`src/rtl/ser_word_tx_pkg.sv`:
```
// Shared types and helpers for the serial word transmitter.
// Holds the FSM state encoding and a width helper for counters.
package ser_word_tx_pkg;

   typedef enum logic {
      ST_IDLE  = 1'b0,
      ST_SHIFT = 1'b1
   } state_t;

   // Bits needed to count 0..n-1, never less than one bit.
   function automatic int clog2(input int n);
      int r;
      r = 1;
      for (int i = 1; i < 31; i++) begin
         if ((1 << i) < n) r = i + 1;
      end
      return r;
   endfunction

endpackage

```
`src/rtl/ser_word_tx_bit_tick_gen.sv`:
```
// Bit-period divider for the serial transmitter.
// Produces one tick every DIV clocks while running; restarts on load.
module bit_tick_gen
   import ser_word_tx_pkg::*;
#(
   parameter int DIV = 1
) (
   input  logic CLK,
   input  logic RST,
   input  logic restart,
   input  logic run,
   output logic tick
);

   localparam int DW = clog2(DIV);
   localparam logic [DW-1:0] LAST = DW'(DIV - 1);

   logic [DW-1:0] div_cnt;

   assign tick = run && (div_cnt == LAST);

   // Count clocks within a bit; a load or a strobe begins a new bit period.
   always_ff @(posedge CLK or posedge RST) begin
      if (RST) begin
         div_cnt <= '0;
      end else if (restart || tick) begin
         div_cnt <= '0;
      end else if (run) begin
         div_cnt <= div_cnt + 1'b1;
      end
   end

endmodule

```
`src/rtl/ser_word_tx.sv`:
```
// Parallel-to-serial word transmitter, MSB first, with one-word hold buffer.
// Feeds a downstream SIPO register through SER_DO/SER_EN.
module ser_word_tx
   import ser_word_tx_pkg::*;
#(
   parameter int WIDTH = 4,
   parameter int DIV   = 1
) (
   input  logic             RST,
   input  logic             CLK,
   input  logic [WIDTH-1:0] DIN,
   input  logic             DIN_VLD,
   output logic             DIN_RDY,
   output logic             SER_DO,
   output logic             SER_EN,
   output logic             WORD_DONE,
   output logic             BUSY
);

   localparam int BW = clog2(WIDTH);
   localparam logic [BW-1:0] LAST_BIT = BW'(WIDTH - 1);

   state_t           state;
   state_t           state_nxt;
   logic [WIDTH-1:0] shifter;
   logic [WIDTH-1:0] hold;
   logic [WIDTH-1:0] load_word;
   logic             hold_full;
   logic [BW-1:0]    bit_cnt;
   logic             accept;
   logic             tick;
   logic             last;
   logic             load;
   logic             to_hold;

   assign DIN_RDY   = !hold_full && !RST;
   assign accept    = DIN_VLD && DIN_RDY;
   assign last      = tick && (bit_cnt == LAST_BIT);
   assign SER_EN    = tick;
   assign WORD_DONE = last;
   assign SER_DO    = (state == ST_SHIFT) && shifter[WIDTH-1];
   assign BUSY      = (state == ST_SHIFT) || hold_full;

   bit_tick_gen #(
      .DIV (DIV)
   ) u_tick (
      .CLK     (CLK),
      .RST     (RST),
      .restart (load),
      .run     (state == ST_SHIFT),
      .tick    (tick)
   );

   // State register.
   always_ff @(posedge CLK or posedge RST) begin
      if (RST) state <= ST_IDLE;
      else     state <= state_nxt;
   end

   // Route accepted words to shifter or hold; chain words at the last bit.
   always_comb begin
      state_nxt = state;
      load      = 1'b0;
      to_hold   = 1'b0;
      load_word = DIN;
      unique case (state)
         ST_IDLE: begin
            if (accept) begin
               load      = 1'b1;
               state_nxt = ST_SHIFT;
            end
         end
         ST_SHIFT: begin
            if (last) begin
               if (hold_full) begin
                  load      = 1'b1;
                  load_word = hold;
               end else if (accept) begin
                  load = 1'b1;
               end else begin
                  state_nxt = ST_IDLE;
               end
            end else if (accept) begin
               to_hold = 1'b1;
            end
         end
      endcase
   end

   // Hold buffer: filled while shifting, drained at the last-bit strobe.
   always_ff @(posedge CLK or posedge RST) begin
      if (RST) begin
         hold      <= '0;
         hold_full <= 1'b0;
      end else begin
         if (last && hold_full) hold_full <= 1'b0;
         if (to_hold) begin
            hold      <= DIN;
            hold_full <= 1'b1;
         end
      end
   end

   // Shifter and bit counter: load a word, or shift one bit per strobe.
   always_ff @(posedge CLK or posedge RST) begin
      if (RST) begin
         shifter <= '0;
         bit_cnt <= '0;
      end else if (load) begin
         shifter <= load_word;
         bit_cnt <= '0;
      end else if (tick) begin
         shifter <= {shifter[WIDTH-2:0], 1'b0};
         bit_cnt <= last ? '0 : bit_cnt + 1'b1;
      end
   end

endmodule
```
`config.mk`:
```
export PLATFORM = sky130hd
export DESIGN_NAME = ser_word_tx
export DESIGN_NICKNAME = d
export VERILOG_FILES = /design/src/rtl/ser_word_tx_pkg.sv /design/src/rtl/ser_word_tx_bit_tick_gen.sv /design/src/rtl/ser_word_tx.sv
export SDC_FILE = /design/constraint.sdc
export NUM_CORES = 1
export LEC_CHECK = 0
export BUFFER_PORTS_ARGS = -buffer_cell sky130_fd_sc_hd__clkbuf_2
export CORE_AREA = 2 2 39 41
export CTS_CLUSTER_SIZE = 14
export DETAILED_ROUTE_END_ITERATION = 8
export DIE_AREA = 0 0 41 43
export PLACE_DENSITY = 0.76
export SYNTH_ARGS = -nofsm -noshare
export SYNTH_HDL_FRONTEND = slang
export SYNTH_SLANG_ARGS = --single-unit
export TNS_END_PERCENT = 30
```
`constraint.sdc`:
```
create_clock -name CLK -period 3.9 [get_ports CLK]
set_input_delay 0.195 -clock CLK [delete_from_list [all_inputs] [get_ports CLK]]
set_output_delay 0.195 -clock CLK [all_outputs]
set_load 0.005 [all_outputs]
```
# Yosys cells after proc, flatten, opt, wreduce, memory -nomap -nowiden
# Index checks and enable logic that the tools add are counted.
# totals
wordCells	44
out_inout_bits	5
ff_bits	13
in_bits	7
# op_classes
add_sub_neg	2
n_eq_ne	1
n_mux	20
reduce_logical	13
bitwise_logic	2
# op_table
operator	n
4-bit 2-to-1 mux	5
1-bit 2-to-1 mux	10
1-bit logical AND	6
2-bit 2-to-1 mux	3
2-bit nonzero test	3
1-bit case mux with 2 select lines	2
2-bit by 1-bit adder with 2-bit output (second input constant)	1
2-bit == test (second input constant)	1
1-bit zero test	2
1-bit logical OR	2
1-bit NOT	2
1-bit adder (second input constant)	1

# Logic depth before layout (Yosys ltp)
# logic_depth
ltp_word	9
depth_mapped	5
depth_no_buf	4

# By module
# Synthesis repeated with hierarchy kept, for this count alone.
# hier_totals
cells_unflattened	58
area_unflattened_um2	671.9
# by_module_without_submodules
module	area_each_um2	seq_area_each_um2	cells_per_inst	instances
ser_word_tx	621.8	300.3	54	1
bit_tick_gen	50.0	25.0	4	1

# Worst setup path before layout
# No wires, ideal clock.
# synth_path
path_kind	flip-flop to flip-flop
start	register hold_full
end	register hold[0]
path_stages_with_launch	5
t_arrival_ns	1.617
setup_ns	0.125
required_ns	3.775
setup_slack_ns	2.158
synth_period_minus_slack_ns	1.742
n_path_buf	1
path_cell_list	dfrtp_1 or3b_4 or3b_1 buf_6 mux2_4
# synth_via
elab_chain_cells	6
# synth_lines
item	line_no	text
start, declared	ser_word_tx.sv:28	logic hold_full;
start signal, assigned	ser_word_tx.sv:94	hold_full <= 1'b0;
start signal, assigned	ser_word_tx.sv:96	if (last && hold_full) hold_full <= 1'b0;
start signal, assigned	ser_word_tx.sv:99	hold_full <= 1'b1;
1-bit zero test	ser_word_tx.sv:36	assign DIN_RDY = !hold_full && !RST;
1-bit logical AND	ser_word_tx.sv:36	
1-bit logical AND	ser_word_tx.sv:37	assign accept = DIN_VLD && DIN_RDY;
1-bit 2-to-1 mux	ser_word_tx.sv:83	end else if (accept) begin
1-bit 2-to-1 mux	ser_word_tx.sv:74	if (last) begin
1-bit 2-to-1 mux	ser_word_tx.sv:66	unique case (state)
end signal, assigned	ser_word_tx.sv:93	hold <= '0;
end signal, assigned	ser_word_tx.sv:98	hold <= DIN;
end, declared	ser_word_tx.sv:26	logic [WIDTH-1:0] hold;
# No other way between the ends.
# A chain may end at the register's enable or synchronous reset.

# Worst setup path in the final report
# layout_path
start	register state
end	output port WORD_DONE
# layout_via
elab_chain_cells	2
# layout_lines
item	line_no	text
start, declared	ser_word_tx.sv:23	state_t state;
start signal, assigned	ser_word_tx.sv:57	else state <= state_nxt;
1-bit logical AND	ser_word_tx_bit_tick_gen.sv:20	assign tick = run && (div_cnt == LAST);
1-bit logical AND	ser_word_tx.sv:38	assign last = tick && (bit_cnt == LAST_BIT);
end, declared	ser_word_tx.sv:16	output logic WORD_DONE,
# No other way between the ends.

==> summary.md <==
| Metric | Value |
|---|---|
| N_diodes | `0` |
| Max cap viols | `0` |
| CTS H-tree lvls | `1` |
| R2R depth | `3` |
| Max-slew violations | `0` |
| Clock-pin slew on the worst setup and hold paths | `approximately 0.080 ns` |
| Initial antenna violation count | `0` |
| Setup TNS | `0 ns` |
| Layout Cells excl Fill | `88` |
| Final setup margin | `1.94 ns` |
| GPL Wtd Cong | `0.842` |
| Max frequency | `between 0.5 and 0.6 GHz` |
| Hold Fails Final Rpt | `0` |
| Routed wire length | `1170 um` |
| Row count | `14` |
| Top cells by area, synth | `dfrtp_1 (46%), mux2i_1 (16%), mux2_4 (8.5%)` |
| RSZ-0062 raised after global routing | `false` |
| # hold bufs at CTS | `1` |
| Crit path required time | `approximately 3.7 ns` |
| Via count | `460` |
| GRT Resource Usage Total | `16.0%` |
| Post-synthesis sequential area ratio | `around 46%` |
| Initial core utilization | `51.3%` |
| Number of enable flip-flop cells after synthesis | `0` |
| Number of fillers in the final layout | `124` |
| Design area | `between 700 and 800 sq um` |
| Number of library cell types mapped by synthesis | `23` |
| Final Hold Slack | `0.161 ns` |
| Skew final | `0.00606 ns` |
| Worst-Margin Slew | `between 0.7 and 0.8 ns` |
| Syn Std Cell Area | `709 sq um` |
| Via/cell ratio | `5.23` |
| Synth Instances | `slightly below 60` |
| Post-route minimum period | `1.96 ns` |
| Mean post-synth cell area | `12.0 sq um` |
| Width of the die | `41 um` |
| Routed WL per cell | `13.3 um` |
| Placed Instances | `83` |
| Worst rel slew slack | `50.3%` |
| HP Class | `primary input to register` |
| FF+latch count, synth | `13` |
| Pin count of the biggest net entering global routing | `14` |
| Remaining Overflow, GRT | `0` |
| Fin crit share | `50.2%` |
| Die area | `between 1500 and 2000 sq um` |
| Async set-or-reset flop fraction in the synthesized netlist | `100%` |
| Ports | `12` |
| CTS Buf Count | `3` |
| Layout area overhead | `8.99%` |
| Die Ht | `43 um` |
| Critical path endpoint category | `output port` |
| Post-cts gate resize count | `0` |
| Root buffer cell | `clkbuf_4` |
| Clk sinks | `13` |
| Setup repair bufs after CTS | `0` |
| Post-route ant nets | `0` |
| Critical Path Fanout Max | `9` |
| Clock buffer depth | `2` |
| Commonest non-fill, non-tap cell in the layout | `dfrtp_1` |
| Most frequent cells in the layout | `dfrtp_1 (13), mux2i_1 (11), clkbuf_2 (11)` |
| Final setup fails | `0` |
| PortBufs | `11` |
| Vias in the first global route | `409` |
| Area post-placement | `737 sq um` |
| NumNets Final | `81` |
| Lkg Pwr | `0.000421 uW` |
| First-pass GRT wire length | `1870 um` |
| DR pass1 iterations | `4` |
| Ys Warns | `0` |
| Hold Path Depth | `2` |
| Critical path launch point type | `register` |
| DP Worst Slack | `2.06 ns` |
| Most used flip-flop cell after synthesis | `dfrtp_1` |
| Crit path cell chain | `nor2b_1 > and2_1 > clkbuf_2` |
| PwrDens | `around 710 nW/um^2` |
| Hpwl dp | `about 850 um` |
| Max stage delay on crit path | `0.65 ns` |
| Layout cell share with drive strength beyond 1 | `29.2%` |
| Status | `finished clean` |
| TritonCTS clock tree | `done` |
| Worst EP arrival | `1.76 ns` |
| Area leader, netlist | `dfrtp_1` |
| Critical path type | `register to output port` |
| Max VDD drop | `between 0.2 and 0.3 mV` |
| Drt initial violations | `8` |
| CP max stage cell | `nor2b_1` |
| Clock Latency Late Sink | `0.28 ns` |
| Syn Nets | `67` |
| Core Region | `1380 sq um` |
| Detailed-route DRC error count | `0` |
| Post-synth top area share | `45.9%` |
==> path summary, 6_finish.rpt <==
path	slack, ns	endpoint	start
max	1.94	WORD_DONE	state
max reg2reg	2.05	hold[1]	hold_full
min	0.16	hold[0]	DIN[0]
max in group asynchronous	3.09	shifter[0]	RST
min reg2reg	0.52	hold[1]	hold[1]
min in group asynchronous	0.48	shifter[3]	RST
==> through the flow <==
stage	util [%]	power [uW]
floorplan	-	445
global placement	53.3	458
detailed placement	53.3	467
CTS	55.9	550
global route	55.9	595
finish	55.9	547
==> registers in the layout, summed over array words and instances (netlist names) <==
signal and flops:
hold 4, shifter 4, bit_cnt 2, hold_full 1, state 1, u_tick.div_cnt 1
==> worst max-delay path, delay by kind of cell (launching register included) <==
kind                   cells  cell delay, ns
AND/OR/NAND/NOR            2            0.89
flip-flops                 1            0.49
buffers and inverters      1            0.11
==> Yosys cell counts (all sizes together), types with 2 or more instances <==
library cell,count
or3b,2
nor2,4
dfrtp,13
mux2i,11
and2,2
mux2,4
o21ai,3
nand2,3
inv,4
==> layout make-up <==
class | instances | area, sq um | share of cell area (%)
clock buffer | 4 | 26.3 | 3.40
inverter | 4 | 15.0 | 1.94
multi-input combinational | 39 | 322 | 41.6
sequential | 13 | 325 | 42.1
tap | 16 | 20.0 | 2.59
timing repair buffer | 12 | 65.1 | 8.41
==> cells by family (layout without fill, tap and decap cells) <==
kind of cell / Yosys count / after routing / share of synthesized area [%]
adders and majority gates: 1 / 1 / 1.76
and+or+nand+nor: 16 / 16 / 13.2
muxes: 15 / 15 / 24.0
DFF: 13 / 13 / 45.9
AOI/OAI and AO/OA: 7 / 7 / 6.35
buffers and inverters: 7 / 20 / 8.82
==> metal layers <==
| metal | track usage, % | part of all wire (%) | vias to the layer above |
|---|---|---|---|
| met5 | 0 | 0 | - |
| met4 | 8.00 | 1.2 | 0 |
| met3 | 1.57 | 4.0 | 2 |
| met2 | 20.3 | 41 | 14 |
| met1 | 26.1 | 54 | 209 |
| li1 | - | - | 235 |
==> power breakdown <==
group / switching, uW / internal (uW)
Combinational: 104 / 121
Sequential: 45.3 / 193
Clock: 44.8 / 39.7
Power figures use the tool's default switching activity.
